<file path="config.mk">
export PLATFORM = sky130hd
export DESIGN_NAME = if1_fetch_unit
export DESIGN_NICKNAME = d
export VERILOG_FILES = /design/src/rtl/if1_fetch_unit.sv
export SDC_FILE = /design/constraint.sdc
export NUM_CORES = 1
export LEC_CHECK = 0
export ABC_AREA = 1
export CORE_ASPECT_RATIO = 1.5
export CORE_MARGIN = 2
export CORE_UTILIZATION = 56
export CTS_CLUSTER_SIZE = 8
export DETAILED_ROUTE_END_ITERATION = 6
export PLACE_DENSITY = 0.92
export SYNTH_ARGS = -nofsm -noshare
export SYNTH_HDL_FRONTEND = slang
export SYNTH_SLANG_ARGS = --single-unit
</file>
<file path="constraint.sdc">
create_clock -name clk -period 13.9 [get_ports clk]
set_input_delay 2.78 -clock clk [delete_from_list [all_inputs] [get_ports clk]]
set_output_delay 2.78 -clock clk [all_outputs]
set_load 0.03 [all_outputs]
</file>
<file path="src/rtl/if1_fetch_unit.sv">
// if1_fetch_unit: fetch PC owner and ICache request issuer for the IF1 stage.
// Requests are issued in order under a shared credit limit: requests in flight
// plus buffered instructions never exceed BUF_DEPTH. Responses are matched to
// their PCs through a pending-PC FIFO. A redirect flushes the buffer and marks
// every in-flight response for discard.
module if1_fetch_unit #(
   parameter logic [31:0] PC_RST    = 32'h1C00_0000,
   parameter int          BUF_DEPTH = 2
) (
   input  logic        clk,
   input  logic        rst_n,
   output logic        icache_req,
   output logic [31:0] icache_addr,
   input  logic        icache_ready,
   input  logic        icache_valid,
   input  logic [31:0] icache_inst,
   input  logic        ex_redirect,
   input  logic [31:0] ex_target,
   input  logic        pre_redirect,
   input  logic [31:0] pre_target,
   input  logic        out_stall,
   output logic        out_valid,
   output logic [31:0] out_pc,
   output logic [31:0] out_inst
);

   localparam int             PW      = $clog2(BUF_DEPTH);
   localparam int             CW      = $clog2(BUF_DEPTH) + 1;
   localparam logic [CW:0]    DEPTH_W = (CW+1)'(BUF_DEPTH);

   logic [31:0]   fetch_pc;
   logic [CW-1:0] outstanding;
   logic [CW-1:0] drop_cnt;
   logic [CW-1:0] buf_count;
   logic [PW-1:0] buf_rd, buf_wr;
   logic [PW-1:0] pend_rd, pend_wr;
   logic [31:0]   buf_pc   [BUF_DEPTH];
   logic [31:0]   buf_inst [BUF_DEPTH];
   logic [31:0]   pend_pc  [BUF_DEPTH];

   logic          redirect;
   logic [31:0]   target;
   logic [CW:0]   credit_used;
   logic          accept;
   logic          resp;
   logic          buf_push;
   logic          buf_pop;

   // Redirect selection, credit check and per-cycle handshake decode.
   // NOTE: combinational logic uses blocking assignments and assigns every
   // output a value on every path, so no latch can be inferred.
   always_comb begin
      redirect    = ex_redirect | pre_redirect;
      target      = ex_redirect ? ex_target : pre_target;
      credit_used = {1'b0, outstanding} + {1'b0, buf_count};
      icache_req  = rst_n & ~redirect & (credit_used < DEPTH_W);
      accept      = icache_req & icache_ready;
      resp        = icache_valid & (outstanding != '0);
      buf_push    = resp & (drop_cnt == '0) & ~redirect;
      buf_pop     = out_valid & ~out_stall & ~redirect;
   end

   assign icache_addr = fetch_pc;
   assign out_valid   = (buf_count != '0);
   assign out_pc      = out_valid ? buf_pc[buf_rd]   : 32'd0;
   assign out_inst    = out_valid ? buf_inst[buf_rd] : 32'd0;

   // Control state: fetch PC, credit counters, discard counter, FIFO pointers.
   // NOTE: sequential state uses non-blocking assignments so every register
   // samples the pre-edge values regardless of statement order.
   always_ff @(posedge clk) begin
      if (!rst_n) begin
         fetch_pc    <= PC_RST;
         outstanding <= '0;
         drop_cnt    <= '0;
         buf_count   <= '0;
         buf_rd      <= '0;
         buf_wr      <= '0;
         pend_rd     <= '0;
         pend_wr     <= '0;
      end else begin
         if (redirect)
            fetch_pc <= target;
         else if (accept)
            fetch_pc <= fetch_pc + 32'd4;

         if (accept) pend_wr <= pend_wr + 1'b1;
         if (resp)   pend_rd <= pend_rd + 1'b1;

         case ({accept, resp})
            2'b10:   outstanding <= outstanding + 1'b1;
            2'b01:   outstanding <= outstanding - 1'b1;
            default: ;
         endcase

         // Every request still in flight after this cycle is stale; that count
         // already includes any discards left over from an earlier redirect.
         if (redirect)
            drop_cnt <= outstanding - CW'(resp);
         else if (resp && (drop_cnt != '0))
            drop_cnt <= drop_cnt - 1'b1;

         if (redirect) begin
            buf_count <= '0;
            buf_rd    <= '0;
            buf_wr    <= '0;
         end else begin
            if (buf_push) buf_wr <= buf_wr + 1'b1;
            if (buf_pop)  buf_rd <= buf_rd + 1'b1;
            case ({buf_push, buf_pop})
               2'b10:   buf_count <= buf_count + 1'b1;
               2'b01:   buf_count <= buf_count - 1'b1;
               default: ;
            endcase
         end
      end
   end

   // FIFO storage writes for pending PCs and buffered {pc, inst} entries.
   // NOTE: storage arrays are not reset; counts and pointers are, and every
   // read is qualified by them.
   always_ff @(posedge clk) begin
      if (accept)
         pend_pc[pend_wr] <= fetch_pc;
      if (buf_push) begin
         buf_pc[buf_wr]   <= pend_pc[pend_rd];
         buf_inst[buf_wr] <= icache_inst;
      end
   end

endmodule

</file>
Yosys cells after proc, flatten, opt, wreduce, memory -nomap -nowiden
Memory sizes are Yosys's and may differ from the RTL's. A register that Yosys moved wholly into a read port is not among the register bits.
Index checks and enable logic that the tools add are counted.
Widths: inputs -> output; s select.
{ "word_totals": {"reg_bits": 42, "latchBits": 0, "mem_bits_rw": 192, "mem_bits_ro": 0, "in_bits": 103, "out_inout_bits": 98, "word_cells": 69, "n_memories": 3} }
{ "memory_table": {"columns": ["name", "depth", "word_bits", "read_ports", "rd_clocked_by_memory_dff", "wr", "line", "rtl"], "rows": [
  ["buf_inst", 2, 32, 1, 1, 1, "38", "logic [31:0] buf_inst [BUF_DEPTH];"],
  ["buf_pc", 2, 32, 1, 1, 1, "37", "logic [31:0] buf_pc [BUF_DEPTH];"],
  ["pend_pc", 2, 32, 1, 1, 1, "39", "logic [31:0] pend_pc [BUF_DEPTH];"]
]} }
{ "classes": {"n_addsub": 12, "n_mul": 0, "div_mod_pow": 0, "order_cmp": 1, "n_eq_ne": 4, "shifts": 0, "mux": 19, "bitwise": 12, "reduce_logical": 10} }
{ "op_table": {"columns": ["operator", "count"], "rows": [
  ["$mux 32", 5],
  ["$add 32x3->32 const B", 1],
  ["$reduce_bool 2->1", 7],
  ["$mux 1", 10],
  ["$and 1x1->1", 8],
  ["$pmux 2 s2", 2],
  ["$sub 2x1->2 const B", 3],
  ["$add 1x1->1 const B", 4],
  ["$add 2x1->2 const B", 2],
  ["$eq 2x1->1 const B", 2],
  ["$eq 2x2->1 const B", 2],
  ["$mux 2", 2],
  ["$add 2x2->3", 1],
  ["$lt 3x2->1 const B", 1],
  ["$not 1->1", 3],
  ["$logic_not 2->1", 1],
  ["$reduce_or 2->1", 1],
  ["$sub 2x1->2", 1],
  ["$logic_and 1x1->1", 1],
  ["$or 1x1->1", 1]
]} }

Longest topological paths before layout
Gate-level depths: netlist of run 1.
{ "depth": {"word_depth": 7, "ltp_mapped": 12} }

Worst setup path before layout of run 1
Ideal clock, no wire load.
{ "synth_path": {"path_kind": "input to register", "from": "in ex_redirect", "to": "mem buf_inst[1][0] (enable)", "setup_ns": 0.488, "t_arrival_ns": 6.192, "required_ns": 13.412, "setup_slack_ns": 7.221, "path_stages": 7, "cell_sequence": "buf_6 > clkinv_4 > nand2_4 > buf_2 > nor3_1 > inv_1 > nor2_1"} }
{ "synth_between": {"elab_chain_len": 5} }
{ "synth_rtl": {"columns": ["item", "line", "rtl"], "rows": [
  ["start: declaration", "17", "input logic ex_redirect,"],
  ["$or 1x1->1", "53", "redirect = ex_redirect | pre_redirect;"],
  ["$not 1->1", "59", "buf_push = resp & (drop_cnt == '0) & ~redirect;"],
  ["$and 1x1->1", "59", null],
  ["$mux 1", "125", "if (buf_push) begin"],
  ["$mux 1 (not written as such)", "127", "buf_inst[buf_wr] <= icache_inst;"],
  ["end: declaration", "38", null]
]} }
No other way between the ends.

Final worst setup path of run 1
{ "layout_path": {"from": "in rst_n", "to": "out icache_req"} }
{ "layout_between": {"elab_chain_len": 2} }
{ "layout_rtl": {"columns": ["item", "line", "rtl"], "rows": [
  ["start: declaration", "11", "input logic rst_n,"],
  ["$and 1x1->1 (2 in a row)", "56", "icache_req = rst_n & ~redirect & (credit_used < DEPTH_W);"],
  ["end: declaration", "12", "output logic icache_req,"]
]} }
No other way between the ends.

==> results of run 1 <==
==> logic make-up after synthesis <==
kind of cell | Yosys count | share of synthesized area, %
and+or+nand+nor | 421 | 17.2
DFF | 236 | 64.9
AOI/OAI and AO/OA | 188 | 9.49
buffers and inverters | 90 | 3.78
muxes | 32 | 3.52
adders and majority gates | 6 | 0.806
xor gates and xnor gates | 4 | 0.342
==> worst max-delay path, cell delays in order <==
cell and delay (ns):
clkdlybuf4s50_1 1.13, inv_2 0.28, nor2_4 0.22, inv_1 0.11
nor3_1 0.19, clkdlybuf4s50_1 0.71
==> final timing paths <==
path / from / to / slack (ns) / cells after the start
max: rst_n / icache_req / 5.70 / 6
min: pend_rd / flip-flop / 0.44 / 1
max reg2reg: buf_count[0] / icache_addr[26] / 11.44 / 10
min reg2reg: pend_rd / flip-flop / 0.44 / 1
==> final cells by class <==
type	instances	area share [%]
Tap cell	217	2.03
Sequential cell	236	49.7
Multi-Input combinational cell	651	24.2
Clock inverter	3	0.412
Inverter	44	1.27
Clock buffer	45	6.99
Timing Repair Buffer	208	15.4
==> where the power goes <==
group          internal [W]  switching, W  leakage [nW]  total, W
Combinational     0.0000633     0.0000683          2.17  0.000132
Sequential         0.000782     0.0000216          2.10  0.000804
Clock              0.000483      0.000277         0.480  0.000760
==> flip-flops by register name, indices dropped and copies added (netlist names), named ones only <==
name and cells:
icache_addr 32, buf_count 2, pend_rd 1, buf_wr 1, buf_rd 1, outstanding 2, drop_cnt 2, buf_inst 64
buf_pc 64, pend_wr 1, pend_pc 64
==> through the flow <==
stage	worst slack, ns	util (%)	area, µm²	std cells	hold slack [ns]
floorplan	7.22	-	10200	977	0.426
global placement	5.78	69.0	12400	1356	0.435
detailed placement	5.72	69.0	12400	1356	0.442
CTS	5.71	74.6	13400	1404	0.444
global route	5.53	74.6	13400	1404	0.460
finish	5.70	74.6	13400	1404	0.442
==> layer usage <==
metal	up-vias	global-route usage, %	part of all wire [%]
met4	0	10.7	3.9
met1	3670	30.3	38
met2	360	46.0	52
li1	3757	-	-
met3	70	4.00	6.3
met5	-	0	0
==> placed cells by master (no fill, tap or decap), types with 5 or more instances in the layout <==
master / n
edfxtp_1: 192
nor2_2: 8
clkbuf_1: 9
nand2_1: 256
mux2_2: 28
nor2_1: 100
inv_1: 36
buf_4: 8
dfxtp_1: 43
ha_1: 5
o21ai_0: 51
clkbuf_16: 36
nor3_1: 5
nand3_1: 22
o21ai_1: 5
clkdlybuf4s50_1: 200
a21oi_1: 116
nor2_4: 6
inv_2: 7
a31oi_1: 7
nand3b_1: 8
==> results.md, run 1 <==
- Syn Std Cell Area: 0.0102 mm²
- Synth Register Bits: 236
- Final setup fails: 0
- Die footprint: 0.0194 mm²
- Synth top area cells: edfxtp_1, nand2_1, dfxtp_1, a21oi_1, nor2_1
- Die Width: 114 µm
- Most frequent cell after synthesis: nand2_1
- Number of placement rows: 60
- First-pass GRT wire length: 39.3 mm
- Dpl hpwl: 16.4 mm
- Pwr Density: 127 mW/mm²
- Crit Path Max Fanout: 31
- Via total after detailed routing: 7857
- Via density: 5.60
- Unrepaired setup endpoints after global routing: false
- Worst Max-Slew Pin Slew: 1.12 ns
- Leading area contributor after synthesis: edfxtp_1
- Drt drc: 0
- CTS Buffer Depth: 3
- Share of Yosys cell area claimed by the top area cell type: 56.3%
- Routed WL per cell: 17.8 µm
- Clock root buffer: clkbuf_16
- Multi-input gate area: 0.00324 mm²
- Cts-stage hold buffer count: 0
- Routed wire length: 25.0 mm
- Post-route ant nets: 0
- Worst skew pair latency: 0.48 ns
- Number of warnings issued by yosys: 0
- MaxCap Viol Count: 0
- Starting Density: 57.1%
- Post-Synthesis Cells: 977
- Top_reg_cell synth: edfxtp_1
- Vias in the first global route: 7826
- Register area: 0.00665 mm²
- Syn nets: 1086
- Worst Skew: 0.00967 ns
- Final Hold Viols: 0
- Minimum clock period: 8.20 ns
- Final Max Tran Viols: 0
- Share of post-route cells with drive strength above 1: 9.27%
- Static Leak: 4.75 nW
- Number of enable flip-flop cells after synthesis: 192
- Worst-case headroom to the max-slew limit: 25.1%
- Chip Height: 170 µm
- Grt total ovfl: 0
- Aggregate global-route resource usage: 25.6%
- Crit Path Category: in2out
- Core box area: 0.0179 mm²
- IO buf count: 200
- Largest net degree at the start of global routing: 66
- Crit path launch type: primary input
- Clk sink count: 236
- Critical Path AT: 5.42 ns
- CTS H-tree depth: 2
- Maximum clock rate: 122 MHz
- Pre-antenna DRT Iters: 5
- IO Count: 201
- Final nets: 1285
- Fill cell count: 1109
- Initial DRC Count: 770
- CTS buffer count: 35
- Antenna cell count: 0
- Placer Congestion: 0.930
- Tot Pwr: 0.00170 W
- Setup TNS: 0 ns
- Initial antenna violation count: 0
- CTS clk-pin slew, worst paths: 0.05 ns
- Sequential area share after synthesis: 64.9%
- CTS resizes: 0
- Syn-to-layout area delta: 30.6%
- Library cells used by synthesis: 43
- Synthesized area per cell: 10.5 µm²
- Endpoint type of the worst setup path: output port
- CP required: 11.12 ns
- Postcts setup bufs: 0
- Max IR drop VDD: 97.7 µV
- Worst Hold Class: reg2reg
- Run status: finished clean
- Fin crit share: 59.0%
- Most frequent cells after synthesis: nand2_1, edfxtp_1, a21oi_1, nor2_1, o21ai_0
- CTS tree: built
- Asr flop ratio synth: 0%
Power figures use the tool's default switching activity.
==> inputs of run 2 (changes only) <==
Settings changed: CORE_UTILIZATION 56 to 52, PLACE_DENSITY 0.92 to 0.86.
Clock period 13.9 ns to 8.1 ns, I/O delays scaled along.
==> run 2 against run 1 <==
  * First-iteration DRC count decreased by 17%
  * Critical path type unchanged
  * Non-clock buffer count decreased by 1
  * Critical path depth increased by 1
  * Total power increased by 71%
  * Cell count increased by 2.9%
  * Highest routed layer unchanged
  * Clock power increased by 70%
  * Final area increased by 0.22%
  * Worst hold slack improved by 0.013 ns
  * Setup slack got worse by 3.7 ns
  * Utilization decreased by 4.9 points
  * Clock skew increased by 0.024 ns
  * Largest power group unchanged
  * Die area increased by 7.5%
==> results.md, run 2 (synthesis gave the netlist of run 1 again) <==
- Drt drc: 0 (unchanged)
- Pre-antenna DRT Iters: 7 (+2)
- Vias in the first global route: 7664 (-2.1%)
- Placed cell count: 1394 (+2.8%)
- Reg2Reg Depth: 10 (unchanged)
- Setup TNS: 0 ns (unchanged)
- Maximum clock rate: 163 MHz
- CTS clk-pin slew, worst paths: 0.05 ns (about the same)
- Endpoint type of the worst setup path: output port
- Die Width: 119 µm (+3.6%)
- Worst path cell trace: clkdlybuf4s50_1 > clkinv_4 > nand2_4 > nor2_4 > inv_1 > nor3_1 > clkdlybuf4s50_1
- Largest net degree at the start of global routing: 67 (+1.5%)
- Dpl hpwl: 15.7 mm (-3.9%)
- Core box area: 0.0192 mm² (+7.2%)
- IO Count: 201 (unchanged)
- Antenna cell count: 0 (unchanged)
- Worst skew pair latency: 0.50 ns (+0.02 ns)
- Pwr Density: 216 mW/mm² (+70%)
- Chip Height: 176 µm (+3.7%)
- Worst Skew: 0.0334 ns (+0.0237 ns)
- Clock root buffer: clkbuf_16
- Final Max Tran Viols: 0 (unchanged)
- Worst Hold Class: reg2reg
- Via total after detailed routing: 7691 (-2.1%)
- Critical R2R Capture: icache_addr[26]
- First-pass GRT wire length: 39.0 mm (-0.72%)
- Placer Congestion: 0.901 (-3.1%)
- Crit Path Category: in2out
- Grt total ovfl: 0 (unchanged)
- Max IR drop VDD: 113 µV (+16%)
- Minimum clock period: 6.14 ns
- CP required: 6.48 ns (-4.64 ns)
- Postcts setup bufs: 0 (unchanged)
- CTS H-tree depth: 2 (unchanged)
- Number of placement rows: 62 (+3.3%)
- Clk sink count: 236 (unchanged)
- Share of post-route cells with drive strength above 1: 9.17% (-0.10 points)
- Final cell count without fillers: 1445 (+2.9%)
- Run status: finished clean
- Worst Max-Slew Pin Slew: 1.14 ns (+0.0156 ns)
- Initial DRC Count: 639 (-17%)
- Top delay family on crit path: buffers and inverters
- Aggregate global-route resource usage: 23.2% (-2.4 points)
- Die footprint: 0.0209 mm² (+7.5%)
- Routed WL per cell: 16.7 µm (-6.0%)
- Via density: 5.32 (-4.9%)
- Hold Crit Depth: 1 (unchanged)
- Fill cell count: 1393 (+26%)
- Tot Pwr: 0.00290 W (+71%)
- Crit path launch type: primary input
- Final setup fails: 0 (unchanged)
- Worst stage delay on the critical path: 1.20 ns (+0.07 ns)
- Fin crit share: 75.8%
- Commonest non-fill, non-tap cells in the layout: nand2_1, clkdlybuf4s50_1, edfxtp_1
- IO buf count: 200 (unchanged)
- Starting Density: 53.2% (-3.8 points)
- Syn-to-layout area delta: 30.9%
- Reg-to-reg slack, setup: 5.62 ns (-5.82 ns)
- Final nets: 1284 (-0.078%)
- Static Leak: 4.74 nW (-0.24%)
- Unrepaired setup endpoints after global routing: false
- Post-route ant nets: 0 (unchanged)
- Bufs and invs on worst path: 4 (unchanged)
- Crit Path Max Fanout: 33 (+6.5%)
- Regs by FF count: buf_inst x64, buf_pc x64, pend_pc x64
- MaxCap Viol Count: 0 (unchanged)
- CTS Buffer Depth: 3 (unchanged)
- CP most frequent cell: clkdlybuf4s50_1
- CTS tree: built
- CTS resizes: 0 (unchanged)
- Routed wire length: 24.2 mm (-3.3%)
- Cts-stage hold buffer count: 0 (unchanged)
- Final Hold Viols: 0 (unchanged)
- Hold Path Origin: pend_rd
- Beginning of the worst register-to-register path: buf_count[0]
- CTS buffer count: 35 (unchanged)
- Max stage delay cell, worst path: clkdlybuf4s50_1
- Worst-case headroom to the max-slew limit: 24.2% (-0.93 points)
- Critical Path AT: 4.52 ns (-0.90 ns)
- Commonest non-fill, non-tap cell in the layout: nand2_1
- Initial antenna violation count: 0 (unchanged)
run 2: worst register-to-register path, stage by stage, from the launching register on:
cell	delay, ns
dfxtp_1	0.47
nand2_1	0.08
inv_1	0.07
fa_1	0.43
nor2_1	0.21
nand3_4	0.18
nand2_4	0.32
inv_2	0.28
a21oi_1	0.24
nand2_1	0.07
nand2_1	0.06
run 2: stage by stage:
step	area (µm²)	worst slack, ns	util [%]	hold slack [ns]
3_5_place_dp	12400	1.98	64.6	0.454
3_3_place_gp	12400	2.05	64.6	0.437
2_1_floorplan	10200	2.58	-	0.426
5_1_grt	13400	1.76	69.7	0.488
6_report	13400	1.96	69.7	0.455
4_1_cts	13400	1.97	69.7	0.452
run 2: how the worst max path moves through the flow:
| stage | from | end | slack [ns] | depth (start not counted) |
|---|---|---|---|---|
| floorplan | ex_redirect | buf_inst[1][0] | 2.58 | 7 |
| global placement | ex_redirect | icache_req | 2.05 | 7 |
| detailed placement | ex_redirect | icache_req | 1.98 | 7 |
| CTS | ex_redirect | icache_req | 1.97 | 7 |
| global route | ex_redirect | icache_req | 1.76 | 7 |
| finish | ex_redirect | icache_req | 1.96 | 7 |
run 2: metal layers:
layer,vias to the layer above,track usage [%],part of all wire (%)
li1,3757,-,-
met1,3535,27.8,38
met2,340,41.8,52
met3,59,3.83,6.8
met4,0,8.93,3.0
met5,-,0,0
run 2: area by class of cell:
cell class	count	area [µm²]	share of cell area, %
Timing Repair Buffer	207	2050	15.3
Tap cell	256	320	2.39
Sequential cell	236	6650	49.6
Inverter	44	170	1.27
Multi-Input combinational cell	651	3240	24.1
Clock inverter	4	56.3	0.420
Clock buffer	47	921	6.87
run 2: report_power, final:
part	switching (W)	internal (W)	leakage (nW)
Combinational	0.000116	0.000108	2.17
Clock	0.000476	0.000816	0.473
Sequential	0.0000378	0.00134	2.10
Total	0.000630	0.00227	4.74
==> inputs of run 3 (changes only) <==
Clock period 8.1 ns to 5.7 ns, I/O delays scaled along.
==> run 3 against run 2 <==
  * Via count grew 1.7%
  * Worst hold slack lost 0.0081 ns
  * Highest routed layer unchanged
  * Setup slack lost 0.73 ns
  * Global-route usage shrank 0.073 points
  * Sequential cell count is the same
  * Cell count is essentially flat
  * Critical path depth is the same
  * Final area grew 0.41%
  * Largest cell class unchanged
  * Die area is the same
==> results.md, run 3 (synthesis gave the netlist of run 1 again) <==
- Run status: finished clean
- Routed wire length: 24.6 mm (+1.8%)
- Setup crit end: icache_req
- Beginning of the worst register-to-register path: outstanding[1]
- Routed WL per cell: 17.0 µm (+1.8%)
- Final setup fails: 0 (unchanged)
- Via density: 5.41 (+1.6%)
- Setup crit start: pre_redirect
- Multi-input gate area: 0.00324 mm² (unchanged)
- Placed cell count: 1397 (+0.22%)
- Final Max Tran Viols: 0 (unchanged)
- Unrepaired setup endpoints after global routing: false
- Share of post-route cells with drive strength above 1: 9.33% (+0.16 points)
- IO buf count: 200 (unchanged)
- First-pass GRT wire length: 38.8 mm (-0.58%)
- Antenna cell count: 0 (unchanged)
- Fill cell count: 1413 (+1.4%)
- Commonest non-fill, non-tap cells in the layout: nand2_1, clkdlybuf4s50_1, edfxtp_1
- Endpoint type of the worst setup path: output port
- CTS buffer count: 35 (unchanged)
- Max IR drop VDD: 179 µV (+58%)
- Cts-stage hold buffer count: 0 (unchanged)
- Worst Skew: 0.0190 ns (-0.0145 ns)
- Net Sw Frac: 21.1% (-0.59 points)
- Initial antenna violation count: 0 (unchanged)
- Dpl hpwl: 16.3 mm (+3.8%)
- Worst setup margin: 1.23 ns (-0.734 ns)
- Aggregate global-route resource usage: 23.2% (-0.073 points)
- Gate power share: 7.8% (about the same)
- Syn-to-layout area delta: 31.4%
- Critical Path AT: 3.33 ns (-1.19 ns)
- Crit Path Category: in2out
- Clk sink count: 236 (unchanged)
- Grt total ovfl: 0 (unchanged)
- Largest net degree at the start of global routing: 66 (-1.5%)
- Reg2Reg Depth: 5 (-5)
- Part of the power in registers: 47.3% (-0.4 points)
- CTS clk-pin slew, worst paths: 0.05 ns (about the same)
- Die Width: 119 µm (unchanged)
- MaxCap Viol Count: 0 (unchanged)
- CTS H-tree depth: 2 (unchanged)
- Chip Height: 176 µm (unchanged)
- Clk pwr share: 44.9% (+0.3 points)
- Starting Density: 53.2% (unchanged)
- Crit path launch type: primary input
- Reg-to-reg slack, setup: 3.14 ns (-2.48 ns)
- Worst-case headroom to the max-slew limit: 26.4% (+2.3 points)
- Worst skew pair latency: 0.48 ns (-0.02 ns)
- Int Pwr: 0.00327 W (+44%)
- Commonest non-fill, non-tap cell in the layout: nand2_1
- CTS resizes: 0 (unchanged)
- Net Sw Power: 0.000876 W (+39%)
- Number of placement rows: 62 (unchanged)
- Setup TNS: 0 ns (unchanged)
- Via total after detailed routing: 7820 (+1.7%)
- Drt drc: 0 (unchanged)
- IO Count: 201 (unchanged)
- Crit Path Max Fanout: 22 (-33%)
- Regs by FF count: buf_inst x64, buf_pc x64, pend_pc x64
- Final nets: 1287 (+0.23%)
- Pre-antenna DRT Iters: 5 (-2)
- Postcts setup bufs: 0 (unchanged)
- Clock root buffer: clkbuf_16
- Register area: 0.00665 mm² (unchanged)
- CTS tree: built
- Placer Congestion: 0.972 (+7.8%)
- Vias in the first global route: 7914 (+3.3%)
- Fin crit share: 78.5%
- Initial DRC Count: 548 (-14%)
- Static Leak: 4.77 nW (+0.58%)
- Pwr Density: 308 mW/mm² (+42%)
- CP required: 4.56 ns (-1.92 ns)
- Maximum clock rate: 224 MHz
- Post-route ant nets: 0 (unchanged)
- Worst Hold Class: reg2reg
- Worst Max-Slew Pin Slew: 1.10 ns (-0.0355 ns)
- Minimum clock period: 4.47 ns
- Die footprint: 0.0209 mm² (unchanged)
- Core box area: 0.0192 mm² (unchanged)
- Final cell count without fillers: 1446 (+0.069%)
- Final Hold Viols: 0 (unchanged)
- Pre-CTS setup slack: 1.26 ns (-0.723 ns)
- CTS Buffer Depth: 3 (unchanged)
- Critical R2R Capture: buf_pc[0][22]
run 3: cell count changes in the layout (fill, tap and decap cells not counted), sizes merged:
cell	previous run	this run
clkbuf	47	48
inv	46	43
buf	7	10
run 3: per-layer routing:
layer / global-route usage [%] / vias to the layer above / share of wire, %
li1: - / 3759 / -
met1: 26.7 / 3677 / 38
met2: 41.9 / 306 / 52
met3: 3.41 / 78 / 5.7
met4: 11.4 / 0 / 4.1
met5: 0 / - / 0
run 3: how the worst min path moves through the flow:
stage	depth (start not counted)	from	to
5_1_grt	1	pend_rd	pend_rd
4_1_cts	1	pend_rd	pend_rd
6_report	1	pend_rd	pend_rd
3_3_place_gp	1	pend_rd	flip-flop
2_1_floorplan	1	pend_rd	flip-flop
3_5_place_dp	1	pend_rd	pend_rd
run 3: cell type report:
cell class              instances  area share (%)
flip-flops and latches        236            49.4
inverters                      44            1.26
clock buffers                  48            7.19
multi-input cells             651            24.0
repair buffers                210            15.5
well taps                     256            2.38
clock inverters                 1           0.223
run 3: metrics by stage:
stage	area [µm²]	hold WS, ns	utilization [%]	power, W
4_1_cts	13500	0.451	70.0	0.00417
3_5_place_dp	12500	0.444	64.8	0.00231
2_1_floorplan	10200	0.426	-	0.00215
3_3_place_gp	12500	0.431	64.8	0.00230
5_1_grt	13500	0.465	70.0	0.00426
6_report	13500	0.447	70.0	0.00414
run 3: power by group through the flow:
stage	combinational (W)	sequential [W]	clock (W)
3_3_place_gp	0.000311	0.00199	0
3_5_place_dp	0.000318	0.00199	0
4_1_cts	0.000322	0.00196	0.00188
5_1_grt	0.000349	0.00196	0.00195
2_1_floorplan	0.000138	0.00201	0
6_report	0.000321	0.00196	0.00186
run 3: worst max-delay path, cell delays in order:
cell and delay [ns]:
clkdlybuf4s50_1 0.64, inv_2 0.18, nand2_4 0.18, nor2_4 0.18, inv_1 0.10, nor3_1 0.19
clkdlybuf4s50_1 0.72
